<file path="config.mk">
export PLATFORM = sky130hd
export DESIGN_NAME = icache_direct
export DESIGN_NICKNAME = d
export VERILOG_FILES = /design/src/rtl/icache_direct.sv
export SDC_FILE = /design/constraint.sdc
export NUM_CORES = 2
export LEC_CHECK = 0
export BUFFER_PORTS_ARGS = -buffer_cell sky130_fd_sc_hd__buf_2
export CAP_MARGIN = 10
export CORE_UTILIZATION = 60
export CTS_BUF_LIST = sky130_fd_sc_hd__clkbuf_8
export CTS_CLUSTER_DIAMETER = 50
export DETAILED_ROUTE_END_ITERATION = 7
export GPL_ROUTABILITY_DRIVEN = 0
export PLACE_DENSITY_LB_ADDON = 0.08
export SYNTH_ARGS = -nofsm -noshare
export SYNTH_HDL_FRONTEND = slang
export SYNTH_MEMORY_MAX_BITS = 65536
export SYNTH_SLANG_ARGS = --single-unit
</file>
<file path="constraint.sdc">
create_clock -name CLOCK -period 39.7 [get_ports CLOCK]
set_input_delay 5.955 -clock CLOCK [delete_from_list [all_inputs] [get_ports CLOCK]]
set_output_delay 5.955 -clock CLOCK [all_outputs]
set_load 0.02 [all_outputs]
</file>
<file path="src/rtl/icache_direct.sv">
// icache_direct: direct-mapped, read-only instruction cache.
// A lookup hit returns the addressed word in the same cycle. A miss stalls
// the fetch stage, reads the whole 8-word line from memory through a
// block-read handshake, then replays the lookup. Hit and miss counters
// saturate at 0xFFFF.
module icache_direct #(
    parameter int LINES = 16
) (
    input  logic         CLOCK,
    input  logic         RESET,
    input  logic [31:0]  Address_IN,
    input  logic         Read_IN,
    input  logic         Invalidate_IN,
    output logic [31:0]  Instruction_OUT,
    output logic         Stall_OUT,
    output logic [31:0]  BlockAddress_OUT,
    output logic         MemBlockRead_OUT,
    input  logic [255:0] InstructionBlock_IN,
    input  logic         BlockReady_IN,
    output logic [15:0]  HitCount_OUT,
    output logic [15:0]  MissCount_OUT
);

    localparam int IDX  = $clog2(LINES);
    localparam int TAGW = 27 - IDX;

    typedef enum logic [0:0] {
        ST_IDLE = 1'b0,
        ST_FILL = 1'b1
    } state_e;

    // Saturating 16-bit increment shared by both performance counters.
    function automatic logic [15:0] sat_inc(input logic [15:0] v);
        logic [15:0] r;
        if (v == 16'hFFFF) begin
            r = v;
        end else begin
            r = v + 16'd1;
        end
        return r;
    endfunction

    // Control state
    state_e            state_q,    state_d;
    logic [LINES-1:0]  valid_q,    valid_d;
    logic [31:0]       blk_addr_q, blk_addr_d;
    logic              mem_rd_q,   mem_rd_d;
    logic              pend_inv_q, pend_inv_d;
    logic [15:0]       hit_cnt_q,  hit_cnt_d;
    logic [15:0]       miss_cnt_q, miss_cnt_d;

    // Line storage (not reset; a line is only trusted once its valid bit is set)
    logic [255:0]      data_q [LINES];
    logic [TAGW-1:0]   tag_q  [LINES];

    // Lookup side (live fetch address)
    logic [2:0]        lk_off_s;
    logic [IDX-1:0]    lk_idx_s;
    logic [TAGW-1:0]   lk_tag_s;
    logic [255:0]      lk_line_s;
    logic              hit_s;

    // Fill side (latched miss address)
    logic [IDX-1:0]    fl_idx_s;
    logic [TAGW-1:0]   fl_tag_s;
    logic              fill_we_s;

    logic [31:0]       instr_s;
    logic              stall_s;

    // Byte-offset bits of the fetch address never select anything.
    logic              unused_addr_s;
    assign unused_addr_s = ^Address_IN[1:0];

    assign lk_off_s  = Address_IN[4:2];
    assign lk_idx_s  = Address_IN[5+IDX-1:5];
    assign lk_tag_s  = Address_IN[31:5+IDX];
    assign lk_line_s = data_q[lk_idx_s];
    assign fl_idx_s  = blk_addr_q[5+IDX-1:5];
    assign fl_tag_s  = blk_addr_q[31:5+IDX];

    // A hit only exists while idle; FILL never serves words.
    assign hit_s = (state_q == ST_IDLE) & Read_IN & valid_q[lk_idx_s]
                 & (tag_q[lk_idx_s] == lk_tag_s);

    // Next-state, lookup response and counter update.
    always_comb begin
        state_d    = state_q;
        valid_d    = valid_q;
        blk_addr_d = blk_addr_q;
        mem_rd_d   = mem_rd_q;
        pend_inv_d = pend_inv_q;
        hit_cnt_d  = hit_cnt_q;
        miss_cnt_d = miss_cnt_q;
        instr_s    = 32'h0000_0000;
        stall_s    = 1'b0;
        fill_we_s  = 1'b0;

        case (state_q)
            ST_IDLE: begin
                if (hit_s) begin
                    instr_s   = lk_line_s[{lk_off_s, 5'b00000} +: 32];
                    hit_cnt_d = sat_inc(hit_cnt_q);
                end else if (Read_IN) begin
                    stall_s    = 1'b1;
                    blk_addr_d = {Address_IN[31:5], 5'b00000};
                    mem_rd_d   = 1'b1;
                    miss_cnt_d = sat_inc(miss_cnt_q);
                    state_d    = ST_FILL;
                end else begin
                    stall_s = 1'b0;
                end
                // The lookup above already used the pre-clear valid bits.
                if (Invalidate_IN) begin
                    valid_d = '0;
                end else begin
                    valid_d = valid_q;
                end
            end
            ST_FILL: begin
                stall_s = 1'b1;
                if (Invalidate_IN) begin
                    pend_inv_d = 1'b1;
                end else begin
                    pend_inv_d = pend_inv_q;
                end
                if (BlockReady_IN) begin
                    fill_we_s          = 1'b1;
                    // An invalidate seen at any point of the fill leaves the line invalid.
                    valid_d[fl_idx_s]  = ~(pend_inv_q | Invalidate_IN);
                    pend_inv_d         = 1'b0;
                    mem_rd_d           = 1'b0;
                    state_d            = ST_IDLE;
                end else begin
                    fill_we_s = 1'b0;
                end
            end
            default: begin
                state_d  = ST_IDLE;
                mem_rd_d = 1'b0;
            end
        endcase
    end

    // Control registers; async reset also drops an in-flight block read at once.
    always_ff @(posedge CLOCK or negedge RESET) begin
        if (!RESET) begin
            state_q    <= ST_IDLE;
            valid_q    <= '0;
            blk_addr_q <= 32'h0000_0000;
            mem_rd_q   <= 1'b0;
            pend_inv_q <= 1'b0;
            hit_cnt_q  <= 16'h0000;
            miss_cnt_q <= 16'h0000;
        end else begin
            state_q    <= state_d;
            valid_q    <= valid_d;
            blk_addr_q <= blk_addr_d;
            mem_rd_q   <= mem_rd_d;
            pend_inv_q <= pend_inv_d;
            hit_cnt_q  <= hit_cnt_d;
            miss_cnt_q <= miss_cnt_d;
        end
    end

    // Line data/tag write when a fill completes (state is IDLE under reset, so no write).
    always_ff @(posedge CLOCK) begin
        if (fill_we_s) begin
            data_q[fl_idx_s] <= InstructionBlock_IN;
            tag_q[fl_idx_s]  <= fl_tag_s;
        end
    end

    assign Instruction_OUT  = instr_s;
    assign Stall_OUT        = stall_s;
    assign BlockAddress_OUT = blk_addr_q;
    assign MemBlockRead_OUT = mem_rd_q;
    assign HitCount_OUT     = hit_cnt_q;
    assign MissCount_OUT    = miss_cnt_q;

endmodule

</file>
# Word-level counts from Yosys, hierarchy flattened
# Memories as Yosys holds them, arrays and structs flattened.
# Index checks and enable logic that the tools add are counted.
[word_totals]
reg_bits = 78
ram_bits = 4464
word_cells = 64
n_memories = 2
[mem_list]
columns = ["memory", "depth", "width", "read_ports", "rd_clocked_by_memory_dff", "write_ports", "line_no", "text"]
rows = [
  ["data_q", 16, 256, 1, 0, 1, "53", "logic [255:0] data_q [LINES];"],
  ["tag_q", 16, 23, 1, 0, 1, "54", "logic [TAGW-1:0] tag_q [LINES];"],
]
[op_classes]
n_addsub = 2
order_cmp = 3
eq_ne = 7
n_shift = 1
mux = 25
bitwise = 9
n_reduce_logical = 8
[op_table]
columns = ["op", "n"]
rows = [
  ["$shiftx A256 B9 Y32", 1],
  ["$mux W32", 2],
  ["$add A16 B1 Y16 const B", 2],
  ["$eq A16 B16 Y1 const B", 2],
  ["$mux W16", 2],
  ["$pmux W16 S2", 1],
  ["$eq A23 B23 Y1", 1],
  ["$bwmux W16", 1],
  ["$mux W1", 14],
  ["$lt A4 B5 Y1 const B", 2],
  ["$reduce_and A3 Y1", 3],
  ["$ne A2 B2 Y1 const B", 4],
  ["$pmux W1 S2", 3],
  ["$not A1 Y1", 5],
  ["$bmux W1 S4", 1],
  ["$demux W1 S4", 1],
  ["$ge A4 B1 Y1 const B", 1],
  ["$reduce_and A2 Y1", 2],
  ["$reduce_and A4 Y1", 1],
  ["$and A1 B1 Y1", 3],
  ["$reduce_bool A2 Y1", 1],
  ["$logic_and A1 B1 Y1", 1],
  ["$or A1 B1 Y1", 1],
]

# Logic depth before layout (Yosys ltp)
[logic_depth]
depth_word = 7
ltp_mapped = 16
mapped_depth_nobuf = 9

# Worst setup path after synthesis
# OpenSTA, ideal clock, no wires.
[synth_path]
kind = "input to register"
from = "in BlockReady_IN"
to = "reg valid_q[1]"
arrival_ps = 25997
setup_slack_ps = 12854
cell_stages = 4
path_buffers = 1
path_cell_list = "clkbuf_1 > nand4b_1 > nor3_1 > mux2i_1"
[synth_via]
elab_chain_len = 2
[synth_lines]
columns = ["item", "line_no", "text"]
rows = [
  ["start, declared", "19", "input logic BlockReady_IN,"],
  ["$ne A2 B2 Y1 (no line)", "n/a", ""],
  ["$reduce_and A2 Y1 (no line)", "n/a", ""],
  ["end signal, assigned", "157", "valid_q <= valid_d;"],
  ["end, declared", "45", "logic [LINES-1:0] valid_q, valid_d;"],
]
# No other way between the ends.
# A chain may end at the register's enable or synchronous reset.

# Worst setup path in the final report
[layout_path]
from = "in Address_IN[5]"
to = "out Instruction_OUT[0]"
[layout_via]
elab_chain_len = 6
[layout_lines]
columns = ["item", "line_no", "text"]
rows = [
  ["start, declared", "11", "input logic [31:0] Address_IN,"],
  ["branches (longest 4 deep; another with $mem_v2 Z16 W256)", "n/a", ""],
  ["$mux W32 *", "101", "if (hit_s) begin"],
  ["$mux W32 *", "99", "case (state_q)"],
  ["end, declared", "14", "output logic [31:0] Instruction_OUT,"],
]
# Mark *: on every way between the ends. The select of a mux whose other input is x is not followed.

==> metrics list <==
- Ratio of final minimum period to clock period: 47.67%
- Fraction of synthesis flops using an asynchronous set or reset pin: 1.717%
- The design draws 9561 uW.
* Cell family contributing the most delay on the critical path: buffers and inverters
- # IOs: 391
* Filler cell count in the final layout: 17,690
- Measured along the y axis, the die boundary spans 539.4 um.
- After clock tree synthesis, the repair step resized 0 gates.
- Remaining number of nets flagged by the antenna check after routing: 0
- The number of placed instances, taps included, is 10,750.
- The critical path is of the primary input to primary output type.
* RSZ-0062 raised after global routing: false
- Fmax achieved: roughly 53 MHz
- Yosys mapped a number of flops with a built-in enable equal to between 4,000 and 5,000.
- Summed over all layers, the routed wires come to 423,200 um.
- Top-area cell type share of the netlist area: 77.37%
- Entering global routing, the biggest net connects roughly 130 pins.
* DR iter-0 viols: 9,827
* Number of global-route vias before repair: roughly 83,000
* Cts-stage hold buffer count: 0
- Clock skew on the completed layout was measured at 0.04584 ns.
- The first global-routing pass estimated 602,900 um of wire.
* Combinational Power Share: between 6 and 7%
- Walking the worst path, the cells encountered are buf_12, buf_4, buf_4, buf_4, buf_4, mux4_2, mux4_2, mux4_2, mux2i_1, nor2_1, buf_2.
- Cell-internal power: 7345 uW
- In this run the post-CTS setup repair buffer count came out at 0.
- Final critical-path required period: roughly 19 ns
- Before antenna repair, the detailed router went through 5 iterations.
- Width of the die: 539.4 um
- Fraction of layout instances using a drive strength above 1: a little over a third
* Number of remaining DRC errors: 0
- Max VDD drop: 0.03433 mV
* Post-synthesis sequential area ratio: 78.50%
- In this run the tightest slew margin relative to its limit is 14.99%.
- Count of nets after finishing: 7,996
- Final Slew Violations: 0
- Number of sinks on the clock net: 4,542
- The clock tree synthesis step divided the H-tree into 6 levels.
- CTS Buf Count: 708
* Initial Utilization: 60.54%
- Synthesis instantiated 55 different standard cells from the library.
- The analysis attributes to net switching a power of between 2000 and 2500 uW.
* Type of origin of the critical path: primary input
- IO Port Bufs: 383
- Summing every instance area after synthesis gives around 170,000 sq um.
- Of the total power, the clock network draws 36.4%.
- Standard-cell row count: 196
- Count of endpoints failing hold in the final timing report: 0
- Across every metal layer, demand over resource in global routing totals between 20 and 30%.
- Library cell with the highest instance count after synthesis: sky130_fd_sc_hd__edfxtp_1
- Antenna violations before repair: roughly 150
- Sequential power share: 57.1%
- Library cell with the largest summed area after synthesis: sky130_fd_sc_hd__edfxtp_1
- On the final layout, the worst hold slack is between 0.4 and 0.5 ns.
- Dividing the detail-routed wire length by the instance count gives 35.15 um.
- In this run the standard cell core region covers ~290,000 sq um.
* CP max-delay cell: sky130_fd_sc_hd__buf_4
* Worst endpoint data arrival time: 12.97 ns
* Count of endpoints failing setup in the final report: 0
* Vias after detailed routing: 80,320
* Max_cap viols: 0
* Floorplan die area: approximately 290,000 sq um
- Final core utilization: between 60 and 70%
- From synthesis to final layout, the design area changed by 11.08%.
- Clock transition at path regs: 0.06 ns
- Synth cell count leaders: sky130_fd_sc_hd__edfxtp_1, sky130_fd_sc_hd__mux4_2, sky130_fd_sc_hd__clkbuf_1, sky130_fd_sc_hd__buf_2, sky130_fd_sc_hd__mux2i_1
- Kind of end point of the critical path: primary output
- Fin Setup TNS: 0 ns
* Cell types occupying the most area after synthesis: sky130_fd_sc_hd__edfxtp_1, sky130_fd_sc_hd__mux4_2, sky130_fd_sc_hd__dfrtp_1
* CTS Root Buffer Type: sky130_fd_sc_hd__clkbuf_8
- Of all nets on the critical path, the largest fanout is 93.
- Delay of the slowest cell on the worst path: 0.89 ns
- Required time of the critical path: 33.74 ns
* TritonCTS clock tree: done
* Count of yosys warnings during synthesis: 0
- Power Density: 49.68 nW/um^2
- Maximum buffer depth of the clock tree: 4
* Detailed-placement wirelength estimate: 230,700 um
- The total overflow left after global routing is 0.
* Dominant cell type by count on the critical path: sky130_fd_sc_hd__buf_4
- Average cell area after synthesis: 25.49 sq um
* Critical path buffers and inverters: 6
- Run status: finished, final reports clean
* Switching part of the total: 23.18%
- Slew @ Worst Pin: approximately 1.3 ns
- Class of the tightest hold or removal check: register to register
* Dominant synthesized flop cell: sky130_fd_sc_hd__edfxtp_1
* Leakage power of the design: 0.06142 uW
* Number of cells produced by synthesis: 6,798
- At the later pin of the worst-skew pair, clock insertion delay measures about 1.2 ns.
- Vias per cell: 6.671
- Synthesis inferred 4,542 register bits.
- Number of standard cells in the final layout excluding fillers: 12,040
final cells by class:
class                      instances  area (sq um)  area share (%)
clock inverter                   541          2534           1.317
multi-input combinational       1891         35770           18.59
timing repair buffer             546          3450           1.792
antenna                           30         75.07         0.03901
inverter                          12         52.55         0.02731
clock buffer                     716          9854           5.121
tap                             3762          4707           2.446
sequential                      4542        136000           70.67
cells by family (layout without fill, tap and decap cells):
group                      count (synthesis)  count (layout)  share of synthesized area (%)
DFF                                     4542            4542                          78.50
muxes                                   1557            1557                          19.38
buffers and inverters                    369            1815                         0.9338
and+or+nand+nor                          211             211                         0.6420
AOI/OAI and AO/OA                         61              61                         0.2470
xor gates and xnor gates                  55              55                         0.2780
adders and majority gates                  2               2                        0.01444
other                                      1              35                       0.002164
power groups by stage:
stage	clock network, uW	registers [uW]	logic (uW)
floorplan	0	5610	340
global placement	0	5550	616
detailed placement	0	5560	626
CTS	3540	5460	626
global route	3750	5470	651
finish	3480	5460	619
final timing paths:
| check | end | cells after the start | slack [ns] | startpoint |
|---|---|---|---|---|
| setup / recovery | Instruction_OUT[0] | 11 | 20.77 | Address_IN[5] |
| hold / removal | HitCount_OUT[9] | 1 | 0.49 | HitCount_OUT[9] |
| setup reg to reg | data_q[6][49] | 6 | 34.50 | state_q |
| hold reg to reg | HitCount_OUT[9] | 1 | 0.49 | HitCount_OUT[9] |
| max in group asynchronous | BlockAddress_OUT[9] | 2 | 33.89 | RESET |
| min in group asynchronous | HitCount_OUT[5] | 1 | 4.68 | RESET |
per-stage QoR:
| step | cell area, sq um | worst slack [ns] |
|---|---|---|
| after CTS | 192400 | 20.53 |
| after floorplan | 173300 | 12.85 |
| after detailed placement | 180000 | 20.55 |
| after global placement | 180000 | 20.55 |
| after global routing | 192400 | 20.27 |
| final | 192400 | 20.77 |
worst reg2reg max path, stage by stage, from the launching register on:
cell,delay [ns]
sky130_fd_sc_hd__dfrtp_1,0.67
sky130_fd_sc_hd__nand4b_1,0.49
sky130_fd_sc_hd__nor2_4,0.45
sky130_fd_sc_hd__buf_4,0.68
sky130_fd_sc_hd__buf_4,0.83
sky130_fd_sc_hd__buf_4,0.78
sky130_fd_sc_hd__buf_4,0.85
cell usage in the layout, fill, tap and decap left out, drive strengths merged, types with 9 or more instances in the layout:
master	n
mux2i	86
nor4	9
dfrtp	78
a21oi	9
nor3	13
nor2	75
nor2b	11
clkinv	264
mux4	1435
buf	546
clkinvlp	11
edfxtp	4464
mux2	36
nand3	19
o21ai	10
xor2	19
nand4	12
xnor2	36
inv	276
diode	30
nand2	32
clkbuf	716
registers in the layout, indices dropped and copies added, names as in the netlist:
| name | flops |
|---|---|
| BlockAddress_OUT | 27 |
| HitCount_OUT | 16 |
| MemBlockRead_OUT | 1 |
| MissCount_OUT | 16 |
| data_q | 4096 |
| pend_inv_q | 1 |
| state_q | 1 |
| tag_q | 368 |
| valid_q | 16 |
per-layer routing:
metal	track usage [%]	up-vias	routed length, um	part of all wire [%]
met3	6.444	723	42690	10
met2	43.94	4181	196800	47
li1	-	31710	-	-
met1	45.38	43620	172700	41
met5	0	-	661	0.16
met4	7.647	98	10360	2.4
Power figures use the tool's default switching activity.
